File: config.mk
export PLATFORM = sky130hd
export DESIGN_NAME = mc_ctrl_fsm_decode
export DESIGN_NICKNAME = d
export VERILOG_FILES = /design/src/rtl/mc_ctrl_fsm_pkg.sv /design/src/rtl/mc_ctrl_fsm_decode.sv
export SDC_FILE = /design/constraint.sdc
export NUM_CORES = 1
export LEC_CHECK = 0
export BUFFER_PORTS_ARGS = -buffer_cell sky130_fd_sc_hd__buf_2
export CAP_MARGIN = 40
export CORE_AREA = 4 4 41 43
export DETAILED_ROUTE_END_ITERATION = 7
export DIE_AREA = 0 0 45 47
export GPL_TIMING_DRIVEN = 0
export MAX_ROUTING_LAYER = met4
export PLACE_DENSITY = 0.4
export SYNTH_ARGS = -nofsm -noshare
export SYNTH_HDL_FRONTEND = slang
export SYNTH_SLANG_ARGS = --single-unit
File: constraint.sdc
create_clock -name vclk -period 1.6
set_input_delay 0.08 -clock vclk [all_inputs]
set_output_delay 0.08 -clock vclk [all_outputs]
set_load 0.1 [all_outputs]
File: src/rtl/mc_ctrl_fsm_pkg.sv
// rtl/mc_ctrl_fsm_pkg.sv - state encodings, opcode/funct and select-code constants for the control sequencer
package mc_ctrl_fsm_pkg;

    typedef enum logic [2:0] {
        S_IF  = 3'd0,
        S_DCD = 3'd1,
        S_EXE = 3'd2,
        S_MEM = 3'd3,
        S_WB  = 3'd4,
        S_ERR = 3'd5
    } state_e;

    localparam logic [5:0] OP_RTYPE = 6'h00;
    localparam logic [5:0] OP_ORI   = 6'h0D;
    localparam logic [5:0] OP_LW    = 6'h23;
    localparam logic [5:0] OP_SW    = 6'h2B;
    localparam logic [5:0] OP_BEQ   = 6'h04;
    localparam logic [5:0] OP_LUI   = 6'h0F;
    localparam logic [5:0] OP_J     = 6'h02;
    localparam logic [5:0] OP_JAL   = 6'h03;
    localparam logic [5:0] FN_ADDU  = 6'h21;
    localparam logic [5:0] FN_SUBU  = 6'h23;

    localparam logic [1:0] RD_RT    = 2'b00;
    localparam logic [1:0] RD_RD    = 2'b01;
    localparam logic [1:0] RD_RA    = 2'b10;
    localparam logic [1:0] WD_ALU   = 2'b00;
    localparam logic [1:0] WD_MEM   = 2'b01;
    localparam logic [1:0] WD_PC4   = 2'b10;
    localparam logic [1:0] NPC_PC4  = 2'b00;
    localparam logic [1:0] NPC_BR   = 2'b01;
    localparam logic [1:0] NPC_JMP  = 2'b10;
    localparam logic [1:0] EXT_ZERO = 2'b00;
    localparam logic [1:0] EXT_SIGN = 2'b01;
    localparam logic [1:0] EXT_LUI  = 2'b10;
    localparam logic [2:0] ALU_ADD  = 3'b000;
    localparam logic [2:0] ALU_SUB  = 3'b001;
    localparam logic [2:0] ALU_OR   = 3'b010;

    // One bit per supported instruction; all-zero means illegal.
    typedef struct packed {
        logic addu;
        logic subu;
        logic ori;
        logic lw;
        logic sw;
        logic beq;
        logic lui;
        logic j;
        logic jal;
    } iclass_t;

endpackage

File: src/rtl/mc_ctrl_fsm_decode.sv
// rtl/mc_ctrl_fsm_decode.sv - combinational op/funct to one-hot instruction class plus illegal flag
module mc_ctrl_fsm_decode
    import mc_ctrl_fsm_pkg::*;
(
    input  logic [5:0] op_i,
    input  logic [5:0] funct_i,
    output iclass_t    cls_o,
    output logic       illegal_o
);

    // Classify the instruction word; anything unrecognised leaves every class bit clear.
    always_comb begin
        cls_o = '0;
        case (op_i)
            OP_RTYPE: begin
                cls_o.addu = (funct_i == FN_ADDU);
                cls_o.subu = (funct_i == FN_SUBU);
            end
            OP_ORI:  cls_o.ori = 1'b1;
            OP_LW:   cls_o.lw  = 1'b1;
            OP_SW:   cls_o.sw  = 1'b1;
            OP_BEQ:  cls_o.beq = 1'b1;
            OP_LUI:  cls_o.lui = 1'b1;
            OP_J:    cls_o.j   = 1'b1;
            OP_JAL:  cls_o.jal = 1'b1;
            default: cls_o = '0;
        endcase
        illegal_o = (cls_o == '0);
    end

endmodule

# Word level (Yosys, flattened, before mapping)
# Index checks and enable logic that the tools add are counted.
totals:
  output_inout_bits: 10
  register_bits: 0
  wordCells: 19
classes:
  reduce_logical: 2
  n_eq_ne: 9
  muxes: 8
op_table:
  columns: ["cell", "n"]
  rows:
  - ["6-bit equality test (second input constant)", 4]
  - ["6-bit by 2-bit equality test with 1-bit output (second input constant)", 2]
  - ["6-bit by 4-bit equality test with 1-bit output (second input constant)", 2]
  - ["9-bit zero test", 1]
  - ["1-bit two-way mux", 7]
  - ["6-bit by 3-bit equality test with 1-bit output (second input constant)", 1]
  - ["6-bit zero test", 1]
  - ["2-bit two-way mux", 1]

# Logic depth before layout (Yosys ltp)
# Gate-level depths: netlist of the first run.
logic_depth:
  depth_word: 3
  depth_mapped: 3

# Worst setup path before layout of the first run
# OpenSTA, ideal clock, no wires.
synth_path:
  path_type: "in2out"
  start: "input port op_i[2]"
  end: "output port cls_o[4] (netlist name)"
  cell_stages: 2
  setup_slack_ps: -1834
  arrival_ps: 3354
  path_cell_list: "nand2b_1 -> nor4b_1"
synth_rtl:
  columns: ["element", "line_no", "rtl"]
  rows:
  - ["start: declaration", "mc_ctrl_fsm_decode.sv:5", "input logic [5:0] op_i,"]
  - ["end: declaration", "mc_ctrl_fsm_decode.sv:7", "output iclass_t cls_o,"]

==> impl_metrics.py, run 1 <==
metrics = {
    "run_status": {
        "outcome": "finished, final reports clean",
    },
    "route": {
        "detail_route.iter0.violations": 4,
        "wirelength_met1_um": 262,
        "drcViolationCount": 0,
        "wl_met3_um": 89,
        "ant_nets": 0,
        "dr.pass1.iters": 4,
        "drt_wl_total_um": 758,
        "via_per_inst": 4.723,
        "wl_per_cell_um": 11.66,
        "maxUsedRoutingLayer": "met3",
        "dr_total_vias": 307,
        "wl_met2_um": 405,
    },
    "die": {
        "io_pins": 22,
        "die_h_um": 47,
        "row_count": 13,
        "fp.dieArea_um2": 2115,
        "die_w_um": 45,
        "core_um2": 1301,
        "initial_core_util_pct": 14.52,
    },
    "worst_setup_path": {
        "path_class": "in2out",
        "endpoint_kind": "output pin",
        "start_kind": "input pin",
        "arrival_ns": 1.48,
        "worstPathRequired_ns": 1.52,
        "cp_max_fo": 4,
        "cp-startpoint": "op_i[5]",
    },
    "yosys": {
        "yosysTopAreaCell": "nor4_4",
        "synth_cells": 26,
        "synth.distinct_cells": 18,
        "synth_area_per_cell_um2": 7.267,
        "synth_top_area_share_pct": 11.26,
        "ys_seq_area_share_pct": 0,
        "synth_area_leaders": "nor4_4 11%, nand2b_1 9.9%, nand3b_1 7.9%",
        "netlist_area_um2": 188.9,
        "syn_nets": 38,
        "ys_warn_count": 0,
    },
    "layout": {
        "final_nets": 64,
        "clkbuf_count": 0,
        "stdcell_count": 65,
        "syn2layout_area_growth_pct": 150.3,
        "fillers": 159,
        "most-common-layout-cells": "17 x buf_2, 3 x nand2b_1, 3 x nor4_4",
        "seq_area_um2": 0,
        "final_common_cell": "buf_2",
        "stdcell_area_um2": 473.0,
        "diodes": 0,
        "seq_cell_count": 0,
        "final_layout_size_suffix_gt1_share_pct": 76.00,
    },
    "sta": {
        "worst_pin_slew_ns": 0.4915,
        "slew_headroom_pct": 67.46,
        "setup_violations": 0,
        "fin_crit_sh_pct": 97.40,
        "fmax_mhz": 641.7,
        "slew_violations": 0,
        "period_minus_slack_ns": 1.558,
        "timing.final.ws_setup_ns": 0.04153,
        "hold_violations": 0,
    },
    "power": {
        "power.density_nw_per_um2": 200.3,
        "p_total_uw": 94.75,
        "p_clk_share_pct": 0,
        "seq_power_share_pct": 0,
        "p_int_uw": 35.57,
        "p_leak_nw": 0.1987,
        "ir_drop_mv": 0.07139,
        "combPwrFrac_pct": 100.0,
        "p_sw_share_pct": 62.46,
        "p_sw_uw": 59.18,
    },
    "min_path": {
        "hold_start": "funct_i[1]",
        "hold_path_class": "in2out",
    },
    "placement": {
        "io_buffers": 22,
        "place.gp.congestion": 0.6401,
        "place_area_um2": 397.9,
        "dp_cells": 63,
        "dp_slack_ns": -0.1926,
        "dpl.hpwl_um": 656.7,
    },
    "grt": {
        "grt_start_max_net_pins": 9,
        "grt_pass1_wl_um": 1297,
        "first_global_vias": 287,
        "antenna_found_initial": 0,
        "track_usage_pct": 7.805,
        "grt-ovfl-total": 0,
    },
    "job": {
        "maxCapViolCount": 0,
    },
    "cts": {
        "postCtsHoldBufs": 0,
    },
}
[what timing repair did]
action                     4_1_cts  5_1_grt
gates resized for setup         10       11
pin swaps                        0        2
buffers inserted                 0        2
setup endpoints to repair        3        2
[cell type report]
type / instances / area, um^2 / share of cell area, %
multi-input cells: 26 / 276.5 / 58.47
repair buffers: 24 / 177.7 / 37.57
well taps: 15 / 18.77 / 3.968
[worst paths after layout]
| path | end | slack (ns) | depth (start not counted) |
|---|---|---|---|
| setup / recovery | cls_o[8] | 0.04 | 5 |
| hold / removal | cls_o[7] | 0.54 | 3 |
[metrics by stage]
stage	hold WS, ns	util (%)	setup TNS [ns]
after floorplan	0.2708	-	-0.3763
after global placement	0.6741	30.58	-0.5322
after detailed placement	0.6784	30.58	-0.5596
after CTS	0.5628	33.37	0
after global routing	0.5711	36.35	-0.006376
final	0.5437	36.35	0
[critical path, stage by stage]
cell,delay (ns)
buf_8,0.10
or4_4,0.57
nor4_4,0.33
and2b_2,0.23
buf_12,0.17
[power by group through the flow]
| stage | Sequential (mW) | Clock [mW] | Combinational, mW |
|---|---|---|---|
| 2_1_floorplan | 0 | 0 | 0.0493 |
| 3_3_place_gp | 0 | 0 | 0.0835 |
| 4_1_cts | 0 | 0 | 0.0871 |
| 3_5_place_dp | 0 | 0 | 0.0849 |
| 6_report | 0 | 0 | 0.0947 |
| 5_1_grt | 0 | 0 | 0.101 |
[layer usage]
layer,vias to the layer above,track usage (%)
met2,15,14.12
li1,149,-
met3,0,1.916
met5,-,-
met1,143,9.234
met4,0,0
[synthesized netlist by cell type, types with 2 or more instances]
library cell	count
nor3b_1	2
nand2b_1	3
nand3b_1	2
nor2_1	3
nor4_1	2
nand2_1	2
[cell families (layout without fill, tap and decap cells)]
group / count (synthesis) / after routing / share of synthesized area, %
simple gates: 24 / 24 / 92.71
compound gates: 2 / 2 / 7.283
buf+inv: 0 / 24 / 0
(Power assumes the default switching activity.)
==> run 2, diff against run 1 <==
CORE_AREA = 10 10 47 49   (was 4 4 41 43)
DIE_AREA = 0 0 57 59   (was 0 0 45 47)
PLACE_DENSITY = 0.41   (was 0.4)
clock period = 1.3 ns   (was 1.6 ns; I/O delays follow)
==> run 2 against run 1 <==
The run now ends with negative setup slack left. Clock-buffer cell count stayed put. Design area is 33% higher. Worst hold slack worse by 0.022 ns. Sequential share of layout area stayed put. Combinational power is 64% higher. Critical endpoint is now illegal_o. Largest power group unchanged. Highest routed layer unchanged.
==> impl_metrics.py, run 2 (synthesis results as in run 1) <==
metrics = {
    "layout": {
        "syn2layout_area_growth_pct": 231.8,
        "final_nets": 69,
        "diodes": 0,
        "most-common-layout-cells": "9 x buf_2, 7 x buf_12, 7 x buf_4",
        "seq_area_um2": 0,
        "stdcell_area_um2": 626.9,
        "final_layout_size_suffix_gt1_share_pct": 83.64,
        "final_common_cell": "buf_2",
        "clkbuf_count": 0,
        "fillers": 144,
        "stdcell_count": 71,
        "seq_cell_count": 0,
    },
    "job": {
        "maxCapViolCount": 0,
    },
    "grt": {
        "track_usage_pct": 5.324,
        "grt_pass1_wl_um": 1518,
        "grt-ovfl-total": 0,
        "first_global_vias": 336,
        "antenna_found_initial": 0,
        "grt_start_max_net_pins": 9,
    },
    "worst_setup_path": {
        "start_kind": "input pin",
        "path_class": "in2out",
        "worstPathRequired_ns": 1.24,
        "endpoint_kind": "output pin",
        "cp_max_fo": 3,
        "arrival_ns": 1.41,
    },
    "power": {
        "power.density_nw_per_um2": 246.8,
        "p_sw_share_pct": 52.28,
        "p_sw_uw": 80.87,
        "ir_drop_mv": 0.1216,
        "p_int_uw": 73.83,
        "p_clk_share_pct": 0,
        "p_leak_nw": 0.2598,
        "combPwrFrac_pct": 100.0,
        "seq_power_share_pct": 0,
        "p_total_uw": 154.7,
    },
    "run_status": {
        "outcome": "complete, but fails checks",
        "violations": "negative setup slack",
    },
    "placement": {
        "place.gp.congestion": 0.7006,
        "io_buffers": 22,
        "dp_slack_ns": -0.5019,
        "place_area_um2": 426.7,
        "dp_cells": 64,
        "dpl.hpwl_um": 705.8,
    },
    "cts": {
        "postCtsHoldBufs": 0,
    },
    "sta": {
        "slew_headroom_pct": 67.69,
        "slew_violations": 0,
        "setup_violations": 4,
        "fin_crit_sh_pct": 113.4,
        "fmax_mhz": 678.4,
        "timing.final.ws_setup_ns": -0.1741,
        "rsz0062_at_grt": "true",
        "setup_tns_ns": -0.5210,
        "worst_pin_slew_ns": 0.4881,
        "period_minus_slack_ns": 1.474,
        "hold_violations": 0,
    },
    "route": {
        "dr.pass1.iters": 2,
        "drcViolationCount": 0,
        "dr_total_vias": 322,
        "wl_per_cell_um": 12.63,
        "ant_nets": 0,
        "drt_wl_total_um": 897,
        "detail_route.iter0.violations": 1,
        "via_per_inst": 4.535,
    },
    "die": {
        "die_w_um": 57,
        "core_um2": 1401,
        "die_h_um": 59,
        "initial_core_util_pct": 13.48,
        "io_pins": 22,
        "fp.dieArea_um2": 3363,
        "row_count": 14,
    },
    "min_path": {
        "hold_path_class": "in2out",
    },
}
run 2: final timing paths:
| path | start | end | slack, ns | depth (start not counted) |
|---|---|---|---|---|
| worst max-delay path | funct_i[4] | illegal_o | -0.17 | 6 |
| worst min-delay path | funct_i[1] | cls_o[7] | 0.52 | 3 |
run 2: worst max-delay path, cell delays in order:
cell	delay, ns
buf_6	0.09
or4b_4	0.54
nor4_4	0.33
buf_4	0.17
nor3_4	0.04
buf_12	0.18
run 2: cell type report:
cell class	count	area (um^2)	area share, %
multi-input combinational	26	301.5	48.10
tap	16	20.02	3.194
timing repair buffer	29	305.3	48.70
run 2: what timing repair did:
item / CTS / global route
pin swaps: 6 / 2
endpoints found under the setup margin: 5 / 5
resized for setup: 35 / 5
buffers inserted: 6 / 1
run 2: power by group through the flow:
stage | clock network, mW | logic (mW) | registers (mW)
floorplan | 0 | 0.0656 | 0
CTS | 0 | 0.153 | 0
global route | 0 | 0.163 | 0
global placement | 0 | 0.114 | 0
detailed placement | 0 | 0.114 | 0
finish | 0 | 0.155 | 0
run 2: metrics by stage:
stage / utilization, % / hold slack [ns]
CTS: 42.68 / 0.5222
detailed placement: 30.45 / 0.6358
global placement: 30.45 / 0.6357
floorplan: - / 0.2278
finish: 44.73 / 0.5212
global route: 44.73 / 0.5380
run 2: routing by layer:
| layer | track usage [%] | vias to the layer above | share of wire (%) |
|---|---|---|---|
| met5 | - | - | 0 |
| met4 | 0 | 0 | 0 |
| met3 | 0.8584 | 0 | 4.8 |
| met2 | 9.302 | 9 | 55 |
| met1 | 6.627 | 150 | 40 |
| li1 | - | 163 | - |
==> run 3, diff against run 2 <==
CORE_AREA = 2 2 39 41   (was 10 10 47 49)
DIE_AREA = 0 0 41 43   (was 0 0 57 59)
GPL_TIMING_DRIVEN = not set   (was 0)
PLACE_DENSITY = 0.4   (was 0.41)
clock period = 1.5 ns   (was 1.3 ns; I/O delays follow)
==> run 3 against run 2 <==
The run now ends clean. Worst hold slack worse by 0.0084 ns. Critical path depth did not move. Die area fell by 48%. Largest cell class unchanged. Highest routed layer unchanged.
==> impl_metrics.py, run 3 (synthesis results as in run 1) <==
metrics = {
    "route": {
        "dr_total_vias": 318,
        "drt_wl_total_um": 689,
        "via_per_inst": 4.356,
        "drcViolationCount": 0,
        "wl_per_cell_um": 9.438,
        "dr.pass1.iters": 2,
        "ant_nets": 0,
        "detail_route.iter0.violations": 1,
    },
    "min_path": {
        "hold_path_class": "in2out",
    },
    "power": {
        "p_total_uw": 116.9,
        "p_leak_nw": 0.2504,
        "ir_drop_mv": 0.06205,
        "power.density_nw_per_um2": 187.6,
    },
    "run_status": {
        "outcome": "finished, final reports clean",
    },
    "layout": {
        "fillers": 133,
        "final_nets": 71,
        "clkbuf_count": 0,
        "seq_area_um2": 0,
        "diodes": 0,
        "syn2layout_area_growth_pct": 229.8,
        "most-common-layout-cells": "11 x buf_2, 10 x buf_4, 10 x buf_12",
        "multi_input_area_um2": 272.8,
        "seq_cell_count": 0,
        "final_common_cell": "buf_2",
        "stdcell_count": 73,
        "final_layout_size_suffix_gt1_share_pct": 77.19,
    },
    "die": {
        "fp.dieArea_um2": 1763,
        "io_pins": 22,
        "row_count": 14,
        "die_w_um": 41,
        "die_h_um": 43,
        "initial_core_util_pct": 13.65,
        "core_um2": 1384,
    },
    "sta": {
        "slew_violations": 0,
        "setup_tns_ns": 0,
        "hold_violations": 0,
        "fin_crit_sh_pct": 96.66,
        "slew_headroom_pct": 76.72,
        "fmax_mhz": 689.7,
        "setup_violations": 0,
        "worst_pin_slew_ns": 0.3484,
        "period_minus_slack_ns": 1.450,
        "rsz0062_at_grt": "false",
        "timing.final.ws_setup_ns": 0.05011,
    },
    "worst_setup_path": {
        "endpoint_kind": "output pin",
        "crit_end": "illegal_o",
        "worstPathRequired_ns": 1.42,
        "path_class": "in2out",
        "arrival_ns": 1.37,
        "cp-startpoint": "op_i[1]",
        "start_kind": "input pin",
        "cp_max_fo": 7,
    },
    "placement": {
        "dp_cells": 72,
        "dp_slack_ns": -0.05980,
        "place.gp.congestion": 0.6836,
        "io_buffers": 22,
        "dpl.hpwl_um": 635.4,
    },
    "cts": {
        "postCtsHoldBufs": 0,
    },
    "grt": {
        "grt_start_max_net_pins": 8,
        "grt-ovfl-total": 0,
        "antenna_found_initial": 0,
        "first_global_vias": 297,
        "grt_pass1_wl_um": 1262,
        "track_usage_pct": 9.519,
    },
    "job": {
        "maxCapViolCount": 0,
    },
}
## run 3: cell count changes in the layout (fill, tap and decap cells not counted), sizes merged
| cell | before | now |
|---|---|---|
| buf | 28 | 31 |
| clkbuf | 1 | 0 |
## run 3: worst max-delay path: stages
cell	delay (ns)
buf_4	0.15
or4b_4	0.49
nor4_4	0.28
buf_4	0.17
nor3_4	0.04
buf_12	0.16
## run 3: per-stage QoR
| step | utilization [%] | hold slack, ns | cell area (um^2) |
|---|---|---|---|
| floorplan | - | 0.2608 | 271.5 |
| global placement | 43.13 | 0.5392 | 596.8 |
| detailed placement | 43.13 | 0.5371 | 596.8 |
| CTS | 44.12 | 0.5359 | 610.6 |
| global route | 45.03 | 0.5262 | 623.1 |
| finish | 45.03 | 0.5129 | 623.1 |
## run 3: where the power goes
part | switching [mW] | internal, mW | total [mW]
clock | 0 | 0 | 0
combinational | 0.0655 | 0.0514 | 0.117
sequential | 0 | 0 | 0
## run 3: per-layer routing
metal | track usage (%) | part of all wire [%] | vias up
li1 | - | - | 164
met1 | 14.87 | 41 | 138
met2 | 14.06 | 49 | 16
met3 | 0.5236 | 9.9 | 0
met4 | 0 | 0 | 0
met5 | - | 0 | -
## run 3: what timing repair did
item / 4_1_cts / 5_1_grt
pin swaps: 1 / 1
resized for setup: 2 / 5
cloned: 0 / 0
buffers inserted: 1 / 0
setup endpoints to repair: 3 / 3
## run 3: worst min path at each step
stage                     startpoint        to  cells after the start
after floorplan              op_i[3]  cls_o[3]                      1
after global placement    funct_i[1]  cls_o[7]                      3
after detailed placement  funct_i[1]  cls_o[7]                      3
after CTS                 funct_i[1]  cls_o[7]                      3
after global routing         op_i[1]  cls_o[3]                      3
final                        op_i[1]  cls_o[6]                      3
## run 3: final cells by class
type                       count  area share [%]
multi-input combinational     26           43.78
timing repair buffer          31           53.01
tap                           16           3.213
